$ cat config.mk
export PLATFORM = sky130hd
export DESIGN_NAME = led_fade_driver
export DESIGN_NICKNAME = d
export VERILOG_FILES = /design/src/rtl/led_fade_driver.sv
export SDC_FILE = /design/constraint.sdc
export NUM_CORES = 1
export LEC_CHECK = 0
export CAP_MARGIN = 20
export CORE_ASPECT_RATIO = 0.8
export CORE_UTILIZATION = 55
export DETAILED_ROUTE_END_ITERATION = 8
export PLACE_DENSITY_LB_ADDON = 0.15
export SLEW_MARGIN = 10
export SYNTH_ARGS = -nofsm -noshare
export SYNTH_HDL_FRONTEND = slang
export SYNTH_SLANG_ARGS = --single-unit
$ cat constraint.sdc
create_clock -name pl_clk -period 4.8 [get_ports pl_clk]
set_clock_uncertainty 0.2 [all_clocks]
set_input_delay 0.48 -clock pl_clk [delete_from_list [all_inputs] [get_ports pl_clk]]
set_output_delay 0.48 -clock pl_clk [all_outputs]
set_load 0.01 [all_outputs]
$ cat src/rtl/led_fade_driver.sv
// led_fade_driver: output stage for the eight general-purpose LED pins.
// The requested pattern is synchronised into pl_clk; every channel then
// ramps its brightness level toward full-on or full-off once per fade tick,
// and a shared free-running PWM counter turns each level into a registered
// drive bit. settled reports that every channel has reached its extreme.
// Optional build macro: LED_FADE_GAMMA_EN (square-law duty mapping with one
// extra registered pipeline stage between level and led_out).
module led_fade_driver #(
    parameter int unsigned NUM_LED  = 8,
    parameter int unsigned PWM_BITS = 8,
    parameter int unsigned FADE_DIV = 390625,
    parameter int unsigned STEP     = 1
) (
    input  logic               pl_clk,
    input  logic               pl_resetn,
    input  logic [NUM_LED-1:0] led_in,
    output logic [NUM_LED-1:0] led_out,
    output logic               settled
);

    localparam int unsigned         LW       = PWM_BITS + 1;
    localparam int unsigned         DIV_W    = $clog2(FADE_DIV);
    localparam logic [PWM_BITS-1:0] MAX      = '1;
    localparam logic [DIV_W-1:0]    DIV_LAST = DIV_W'(FADE_DIV - 1);
    localparam logic [LW-1:0]       STEP_W   = LW'(STEP);
    localparam logic [PWM_BITS-1:0] STEP_N   = PWM_BITS'(STEP);

    logic [NUM_LED-1:0]  sync1;
    logic [NUM_LED-1:0]  target;
    logic [DIV_W-1:0]    pre_cnt;
    logic                tick;
    logic [PWM_BITS-1:0] pwm_cnt;
    logic [PWM_BITS-1:0] level     [NUM_LED];
    logic [PWM_BITS-1:0] level_nxt [NUM_LED];
    logic [LW-1:0]       lvl_up    [NUM_LED];
    logic [PWM_BITS-1:0] duty      [NUM_LED];
    logic                all_match;

    // two-flop synchroniser; the second stage is the per-channel target
    always_ff @(posedge pl_clk or negedge pl_resetn) begin
        if (!pl_resetn) begin
            sync1  <= '0;
            target <= '0;
        end else begin
            sync1  <= led_in;
            target <= sync1;
        end
    end

    // fade prescaler: counts 0..FADE_DIV-1 and wraps
    always_ff @(posedge pl_clk or negedge pl_resetn) begin
        if (!pl_resetn) begin
            pre_cnt <= '0;
        end else if (tick) begin
            pre_cnt <= '0;
        end else begin
            pre_cnt <= pre_cnt + DIV_W'(1);
        end
    end

    // one-cycle fade tick on the last prescaler count
    always_comb begin
        tick = (pre_cnt == DIV_LAST);
    end

    // saturating level step toward the current target, only on tick
    always_comb begin
        for (int unsigned i = 0; i < NUM_LED; i++) begin
            lvl_up[i]    = {1'b0, level[i]} + STEP_W;
            level_nxt[i] = level[i];
            if (tick) begin
                if (target[i]) begin
                    if (lvl_up[i] > {1'b0, MAX}) begin
                        level_nxt[i] = MAX;
                    end else begin
                        level_nxt[i] = lvl_up[i][PWM_BITS-1:0];
                    end
                end else begin
                    if ({1'b0, level[i]} < STEP_W) begin
                        level_nxt[i] = '0;
                    end else begin
                        level_nxt[i] = level[i] - STEP_N;
                    end
                end
            end
        end
    end

    // brightness level registers
    always_ff @(posedge pl_clk or negedge pl_resetn) begin
        if (!pl_resetn) begin
            for (int unsigned i = 0; i < NUM_LED; i++) begin
                level[i] <= '0;
            end
        end else begin
            for (int unsigned i = 0; i < NUM_LED; i++) begin
                level[i] <= level_nxt[i];
            end
        end
    end

    // shared free-running PWM counter, wraps MAX -> 0
    always_ff @(posedge pl_clk or negedge pl_resetn) begin
        if (!pl_resetn) begin
            pwm_cnt <= '0;
        end else begin
            pwm_cnt <= pwm_cnt + PWM_BITS'(1);
        end
    end

`ifdef LED_FADE_GAMMA_EN
    logic [2*PWM_BITS-1:0] level_sq [NUM_LED];

    // full-width square of each level
    always_comb begin
        for (int unsigned i = 0; i < NUM_LED; i++) begin
            level_sq[i] = {{PWM_BITS{1'b0}}, level[i]} * {{PWM_BITS{1'b0}}, level[i]};
        end
    end

    // registered gamma duty; full scale is forced so MAX stays fully on
    always_ff @(posedge pl_clk or negedge pl_resetn) begin
        if (!pl_resetn) begin
            for (int unsigned i = 0; i < NUM_LED; i++) begin
                duty[i] <= '0;
            end
        end else begin
            for (int unsigned i = 0; i < NUM_LED; i++) begin
                duty[i] <= (level[i] == MAX) ? MAX : PWM_BITS'(level_sq[i] >> PWM_BITS);
            end
        end
    end
`else
    // duty follows the level directly
    always_comb begin
        for (int unsigned i = 0; i < NUM_LED; i++) begin
            duty[i] = level[i];
        end
    end
`endif

    // registered PWM compare; MAX is forced on so full brightness never blinks
    always_ff @(posedge pl_clk or negedge pl_resetn) begin
        if (!pl_resetn) begin
            led_out <= '0;
        end else begin
            for (int unsigned i = 0; i < NUM_LED; i++) begin
                led_out[i] <= (duty[i] == MAX) || (duty[i] > pwm_cnt);
            end
        end
    end

    // every channel sits at the extreme its target asks for
    always_comb begin
        all_match = 1'b1;
        for (int unsigned i = 0; i < NUM_LED; i++) begin
            if (level[i] != (target[i] ? MAX : '0)) begin
                all_match = 1'b0;
            end
        end
    end

    // registered settled flag
    always_ff @(posedge pl_clk or negedge pl_resetn) begin
        if (!pl_resetn) begin
            settled <= 1'b1;
        end else begin
            settled <= all_match;
        end
    end

endmodule

Yosys cells after proc, flatten, opt, wreduce, memory -nomap -nowiden:

Index checks and enable logic that the tools add are counted.

* order comparisons: 24
* reductions and logical operators: 8
* add/subtract/negate cells: 18
* equality and inequality tests: 17
* mux-type cells: 41

Operators by type and width (number)
* 8-bit two-way mux: 32
* 8-bit by 1-bit adder with 9-bit output, second input constant: 8
* 9-bit by 8-bit greater-than comparator with 1-bit output, second input constant: 8
* 8-bit == test, second input constant: 8
* 8-bit greater-than comparator: 8
* 8-bit by 1-bit < comparator with 1-bit output, second input constant: 8
* 8-bit inequality test: 8
* 8-bit by 1-bit subtractor with 8-bit output, second input constant: 8
* 19-bit by 1-bit adder with 19-bit output, second input constant: 1
* 19-bit == test, second input constant: 1
* 19-bit two-way mux: 1
* 8-bit by 1-bit adder with 8-bit output, second input constant: 1
* 1-bit logical OR: 8
* 1-bit two-way mux: 8

* flip-flop bits (word level): 116
* input bits: 10
* output and inout port bits: 9

Longest topological paths before layout:

Gate-level depths: netlist of the first run.

* depth after elaboration: 10
* mapped depth: 10
* depth with buffers taken out: 7

Worst setup path after synthesis of the first run:

No wires, ideal clock.

* kind: reg-to-reg
* start: register level (netlist bit duty[16])
* end: register level (netlist bit duty[19])
* slack: 2536 ps
* setup time: 125 ps
* data arrival time: 1939 ps
* required time: 4475 ps
* cell stages (with the launch flop): 9
* cells stage by stage: dfrtp_1 > clkbuf_1 > inv_1 > ha_1 > nor2b_1 > maj3_1 > nand4_1 > o21ai_0 > mux2_2

* cells in the longest elaborated chain, start to end: 4
* elaborated cells between the ends (all ways): 7

RTL lines
* start, declared: RTL line 33 `logic [PWM_BITS-1:0] level [NUM_LED];`
* start signal, assigned by index: RTL line 97 `level[i] <= level_nxt[i];`
* 8-bit by 1-bit adder with 9-bit output: RTL line 69 `lvl_up[i] = {1'b0, level[i]} + STEP_W;`
* 9-bit by 8-bit greater-than comparator with 1-bit output: RTL line 73 `if (lvl_up[i] > {1'b0, MAX}) begin`
* 8-bit two-way mux: RTL line 73
* 8-bit two-way mux *: RTL line 72 `if (target[i]) begin`

Mark *: on every way between the ends. The rest lies on a longest branch, timed or not.
A chain may end at the register's enable or synchronous reset.

Final worst setup path of the first run:

* start: register pre_cnt[0]
* end: register level (netlist bit duty[5])

* cells in the longest elaborated chain, start to end: 1

RTL lines
* start, declared: RTL line 30 `logic [DIV_W-1:0] pre_cnt;`
* start signal, assigned: RTL line 57 `pre_cnt <= pre_cnt + DIV_W'(1);`
* 19-bit == test: RTL line 63 `tick = (pre_cnt == DIV_LAST);`

Every way passes these cells.

==> impl_metrics.ini, run 1 <==
[run_status]
run_status = complete, no violations

[worst_setup_path]
cp-end-kind = flop
crit_path_start_kind = flop
rr_worst_depth = 8
crit_required_ns = 4.88
timing.rr.start = pre_cnt[0]$_DFF_PN0_
reg2reg_setup_slack_ns = 1.87
worstPathMaxFanout = 45
worstPathArrival_ns = 3.01
r2r_end = duty[5]$_DFFE_PN0N_
path_class = flop to flop

[cts]
cts_buffers = 17
clock-sinks = 116
cts_tree = yes
clkLatencyLatePin_ns = 0.43
cts_buffer_depth = 2
root_buffer = clkbuf_16
clk_pin_slew_ns = 0.06
htreeDepth = 4

[final_layout]
syn2layout_area_growth_pct = 9.17
layout_commonest_cell = dfrtp_1
stdcell_count = 1304
mostFrequentLayoutCells = dfrtp_1, o21ai_0, nor2_1, ha_1, a21oi_1
drive_gt1_share_pct = 6.24
final_core_util_pct = 62.4
diodes = 0
final_nets = 1174

[place]
globalplace.congestion = 0.926
hpwl_um = 14900
port_buffers = 18
dp_cells = 1270

[logic_synthesis]
synth-seq-cells = 116
syn-instance-count = 1104
postSynth.asyncResetShare_pct = 100
synth_edf_count = 0
ys_warn_count = 0
syn-cell-area_um2 = 9180
ys_seq_area_share_pct = 31.6
avgSynthCellArea_um2 = 8.32
ys_types = 80
synth_flop_cell = dfrtp_1
synthesis.nets = 1202

[sta]
max_slew_margin_pct = 50.8
grt_setup_unrepaired = no
setup_viol = 0
final-hold-violation-count = 0
worstMarginPinSlew_ns = 0.738
period_needed_ns = 2.93
fmax_ghz = 0.342
final.period_utilization_pct = 61.0
slew_viol_final = 0
tns_ns = 0

[power]
p_per_area_nw_per_um2 = 240
p_leak_nw = 4.42
ir_worst_vdd_mv = 0.255

[floorplanning]
die_w_um = 146
fp.dieArea_um2 = 17200
io_pins = 19
die_h_um = 118
initial_core_util_pct = 57.2
core-area_um2 = 16100
placementRows = 41

[hold_path]
min_from = sync1[4]$_DFF_PN0_
min_to = target[4]$_DFF_PN0_
whs_path_depth = 0
min_path_type = flop to flop

[routing]
vias_per_cell = 6.42
dr_total_vias = 8369
wl_um = 22300
drc = 0
drtIter0Drc = 654
wl_met1_um = 10700
drtPass1Iterations = 6
top_layer = met4
routed-wl-met3_um = 1340
wl_per_cell_um = 17.1
wl_met2_um = 10000
antenna_left = 0

[global_route]
antenna_found_initial = 0
grt_first_pass_wirelength_um = 37800
grt_pass1_vias = 7512
grt_usage_pct = 27.1
grt_overflow = 0
grt_start_max_net_pins = 70

[flow_run]
drv_cap = 0
report_power, final:
| part | internal, mW | switching (mW) |
|---|---|---|
| logic | 0.0183 | 0.0338 |
| clock network | 0.871 | 0.484 |
| registers | 0.985 | 0.0167 |
cell usage after synthesis, types with 4 or more instances:
master,instances,area [um^2]
nand3_1,45,225
ha_1,88,1100
o211ai_1,14,105
nand4_1,41,257
buf_2,12,60.1
nor3_1,31,155
nor2b_1,20,125
a31oi_1,23,144
xnor2_1,20,175
o22ai_1,11,68.8
and4_1,14,123
o31ai_1,5,37.5
and3_1,13,81.3
nand2b_1,14,87.6
clkbuf_1,55,206
a22oi_1,5,37.5
mux2i_1,8,80.1
or4_1,4,30.0
a31o_2,9,78.8
nor3b_1,5,37.5
a211o_1,12,105
a221oi_1,6,52.6
nor4_1,16,100
o21ai_0,90,450
nor2_1,89,334
a211oi_1,7,52.6
inv_1,53,199
nand2_1,68,255
xor2_1,12,105
and2_1,6,37.5
nor4b_1,4,35.0
a2bb2oi_1,4,35.0
dfrtp_1,115,2880
a21oi_1,72,360
o21a_1,10,75.1
a21o_1,16,120
or3_1,16,100
metal layers:
metal / GRT usage, % / vias to the layer above
met5: 0 / -
met4: 8.14 / 0
met3: 5.31 / 34
met2: 40.8 / 272
met1: 39.0 / 3972
li1: - / 4091
sequential cells by signal (all words and copies together) (netlist names):
name     count
pwm_cnt      8
led_out      8
sync1        8
target       8
pre_cnt     19
settled      1
duty        64
worst max path at each step:
stage / from / end / slack (ns) / depth (start not counted)
2_1_floorplan: duty[16]$_DFFE_PN0N_ / duty[19]$_DFFE_PN0N_ / 2.54 / 8
3_3_place_gp: pre_cnt[0]$_DFF_PN0_ / duty[14]$_DFFE_PN0N_ / 1.99 / 7
3_5_place_dp: pre_cnt[0]$_DFF_PN0_ / duty[5]$_DFFE_PN0N_ / 1.88 / 8
4_1_cts: pre_cnt[0]$_DFF_PN0_ / duty[5]$_DFFE_PN0N_ / 1.87 / 8
5_1_grt: pre_cnt[0]$_DFF_PN0_ / duty[5]$_DFFE_PN0N_ / 1.56 / 8
6_report: pre_cnt[0]$_DFF_PN0_ / duty[5]$_DFFE_PN0N_ / 1.87 / 8
area by class of cell:
type | count | area (um^2)
fill | 1347 | 6030
multi-input combinational | 865 | 5800
sequential | 116 | 2900
clock buffer | 21 | 480
tap | 215 | 269
timing repair buffer | 23 | 219
inverter | 53 | 199
clock inverter | 11 | 149
stage by stage:
stage                     hold WS [ns]  setup slack (ns)  instance area, um^2  total power, mW
after floorplan                -0.0156              2.54                 9180             1.04
after detailed placement         0.136              1.88                 9380             1.07
after CTS                        0.148              1.87                10000             2.43
after global placement           0.133              1.99                 9380             1.07
final                            0.147              1.87                10000             2.41
after global routing             0.154              1.56                10000             2.48
cell families after synthesis:
| kind of cell | share of synthesized area (%) |
|---|---|
| AO/OA/AOI/OAI | 22.4 |
| adder cells (fa/ha/maj) | 12.2 |
| AND/OR/NAND/NOR | 24.2 |
| flip-flops | 31.6 |
| multiplexers | 1.24 |
| XOR/XNOR | 3.05 |
| buffers and inverters | 5.27 |
critical path: stages, from the launching register on:
cell      delay, ns
dfrtp_1        0.43
inv_1          0.08
ha_1           0.13
and4b_1        0.19
and4_1         0.51
nand2_2        0.43
buf_4          0.42
o21ai_0        0.22
o311ai_0       0.14
timing repair:
item	CTS	global route
buffers inserted	0	0
gates resized for setup	0	0
endpoints found under the hold margin	68	0
hold buffers	1	0
Note: power is estimated with default switching activity, not from simulation.
==> run 2, diff against run 1 <==
==> constraint.sdc (replaced) <==
create_clock -name pl_clk -period 2.35 [get_ports pl_clk]
set_clock_uncertainty 0.2 [all_clocks]
set_input_delay 0.235 -clock pl_clk [delete_from_list [all_inputs] [get_ports pl_clk]]
set_output_delay 0.235 -clock pl_clk [all_outputs]
set_load 0.01 [all_outputs]
==> impl_metrics.ini, run 2 (synthesis results as in run 1) <==
[cts]
cts_tree = yes
clk_pin_slew_ns = 0.06
htreeDepth = 4
clkLatencyLatePin_ns = 0.43
cts_buffer_depth = 2
root_buffer = clkbuf_16
cts_buffers = 17
clock-sinks = 116

[global_route]
grt_start_max_net_pins = 45
grt_overflow = 0
grt_usage_pct = 28.7
grt_first_pass_wirelength_um = 40200
grt_pass1_vias = 7971
antenna_found_initial = 0

[flow_run]
drv_cap = 0

[sta]
max_slew_margin_pct = 59.0
whs_ns = 0.0388
slew_viol_final = 0
final.period_utilization_pct = 97.3
final-hold-violation-count = 0
setup_viol = 0
period_needed_ns = 2.29
fmax_ghz = 0.438
worstMarginPinSlew_ns = 0.614

[floorplanning]
core-area_um2 = 16100
placementRows = 41
die_w_um = 146
io_pins = 19
die_h_um = 118
fp.dieArea_um2 = 17200
initial_core_util_pct = 57.2

[place]
port_buffers = 18
place_area_um2 = 10000
hpwl_um = 16900
globalplace.congestion = 0.899

[final_layout]
diodes = 0
regMostFlops = duty
layout_commonest_cell = dfrtp_1
postLayoutCellArea_um2 = 10700
syn2layout_area_growth_pct = 17.0
final_nets = 1257
drive_gt1_share_pct = 13.4
fillers = 1307
mostFrequentLayoutCells = dfrtp_1, o21ai_0, nor2_1, ha_1, buf_4
reg_top3 = duty (64), pre_cnt (19)
largest_register_ffs = 64

[worst_setup_path]
cp-end-kind = flop
worstPathMaxFanout = 6
crit_required_ns = 2.51
crit_path_start_kind = flop
worstPathArrival_ns = 2.45
path_class = flop to flop
timing.critical_path.slowest_stage_cell = dfrtp_1
slowest_delay_ns = 0.42
cp_cell_sequence = inv_1, ha_1, nand4b_1, nor4_2, o21ai_0, a211oi_2, buf_4, a211o_1

[hold_path]
min_path_type = input pin to flop

[routing]
wl_um = 23900
drtPass1Iterations = 5
vias_per_cell = 6.28
drc = 0
dr_total_vias = 8714
antenna_left = 0
drtIter0Drc = 568
wl_per_cell_um = 17.2

[power]
p_leak_nw = 4.87
p_per_area_nw_per_um2 = 476
ir_worst_vdd_mv = 0.459

[run_status]
run_status = complete, no violations
## run 2: cell count changes in the layout (fill, tap and decap cells not counted), sizes merged
cell and delta:
clkbuf -4, clkinv -1, inv +2, buf +84
bufinv +2
## run 2: power by group
part | internal, mW | switching [mW] | leakage, nW
clock network | 1.92 | 1.02 | 0.314
logic | 0.0472 | 0.0764 | 3.01
registers | 2.01 | 0.0321 | 1.55
## run 2: path summary, 6_finish.rpt
| kind | from | endpoint | slack [ns] | depth (start not counted) |
|---|---|---|---|---|
| setup / recovery | duty[48]$_DFFE_PN0N_ | duty[48]$_DFFE_PN0N_ | 0.06 | 8 |
| hold / removal | led_in[0] | sync1[0]$_DFF_PN0_ | 0.04 | 1 |
| setup reg to reg | duty[48]$_DFFE_PN0N_ | duty[48]$_DFFE_PN0N_ | 0.06 | 8 |
| hold reg to reg | sync1[2]$_DFF_PN0_ | target[2]$_DFF_PN0_ | 0.15 | 0 |
| max in group asynchronous | pl_resetn | duty[57]$_DFFE_PN0N_ | 1.22 | 3 |
| min in group asynchronous | pl_resetn | sync1[1]$_DFF_PN0_ | 0.10 | 2 |
## run 2: what timing repair did
action	4_1_cts	5_1_grt
endpoints found under the setup margin	0	26
hold endpoints to repair	115	0
hold buffers	1	0
buffers inserted	0	1
gates resized for setup	0	7
## run 2: cell type report
| class | count | area (um^2) | share of cell area (%) |
|---|---|---|---|
| multi-input combinational | 865 | 5820 | 54.2 |
| sequential | 116 | 2910 | 27.0 |
| timing repair buffer | 106 | 882 | 8.21 |
| clock buffer | 18 | 439 | 4.09 |
| tap | 215 | 269 | 2.50 |
| clock inverter | 14 | 225 | 2.10 |
| inverter | 53 | 199 | 1.85 |
## run 2: per-layer routing
layer  GRT usage, %  part of all wire [%]  vias up  wire, um
met1           41.7                    48     4129     11600
met4           9.83                   2.2        0       516
li1               -                     -     4258         -
met5              0                     0        -         0
met2           42.7                    43      286     10400
met3           5.00                   6.0       41      1420
## run 2: through the flow
| step | cells | utilization [%] | power (mW) | TNS, ns | setup slack, ns |
|---|---|---|---|---|---|
| finish | 1387 | 66.9 | 5.11 | 0 | 0.0646 |
| global route | 1387 | 66.9 | 5.25 | -0.131 | -0.0289 |
| CTS | 1386 | 66.7 | 5.15 | 0 | 0.0478 |
| detailed placement | 1353 | 62.5 | 2.20 | 0 | 0.0799 |
| global placement | 1353 | 62.5 | 2.20 | 0 | 0.156 |
| floorplan | 1104 | - | 2.11 | 0 | 0.0865 |
## run 2: worst max-delay path, delay by kind of cell (launching register included)
family | cells | cell delay [ns]
AO/OA/AOI/OAI | 3 | 0.54
buffers and inverters | 2 | 0.30
adder cells (fa/ha/maj) | 1 | 0.33
flip-flops | 1 | 0.42
AND/OR/NAND/NOR | 2 | 0.43
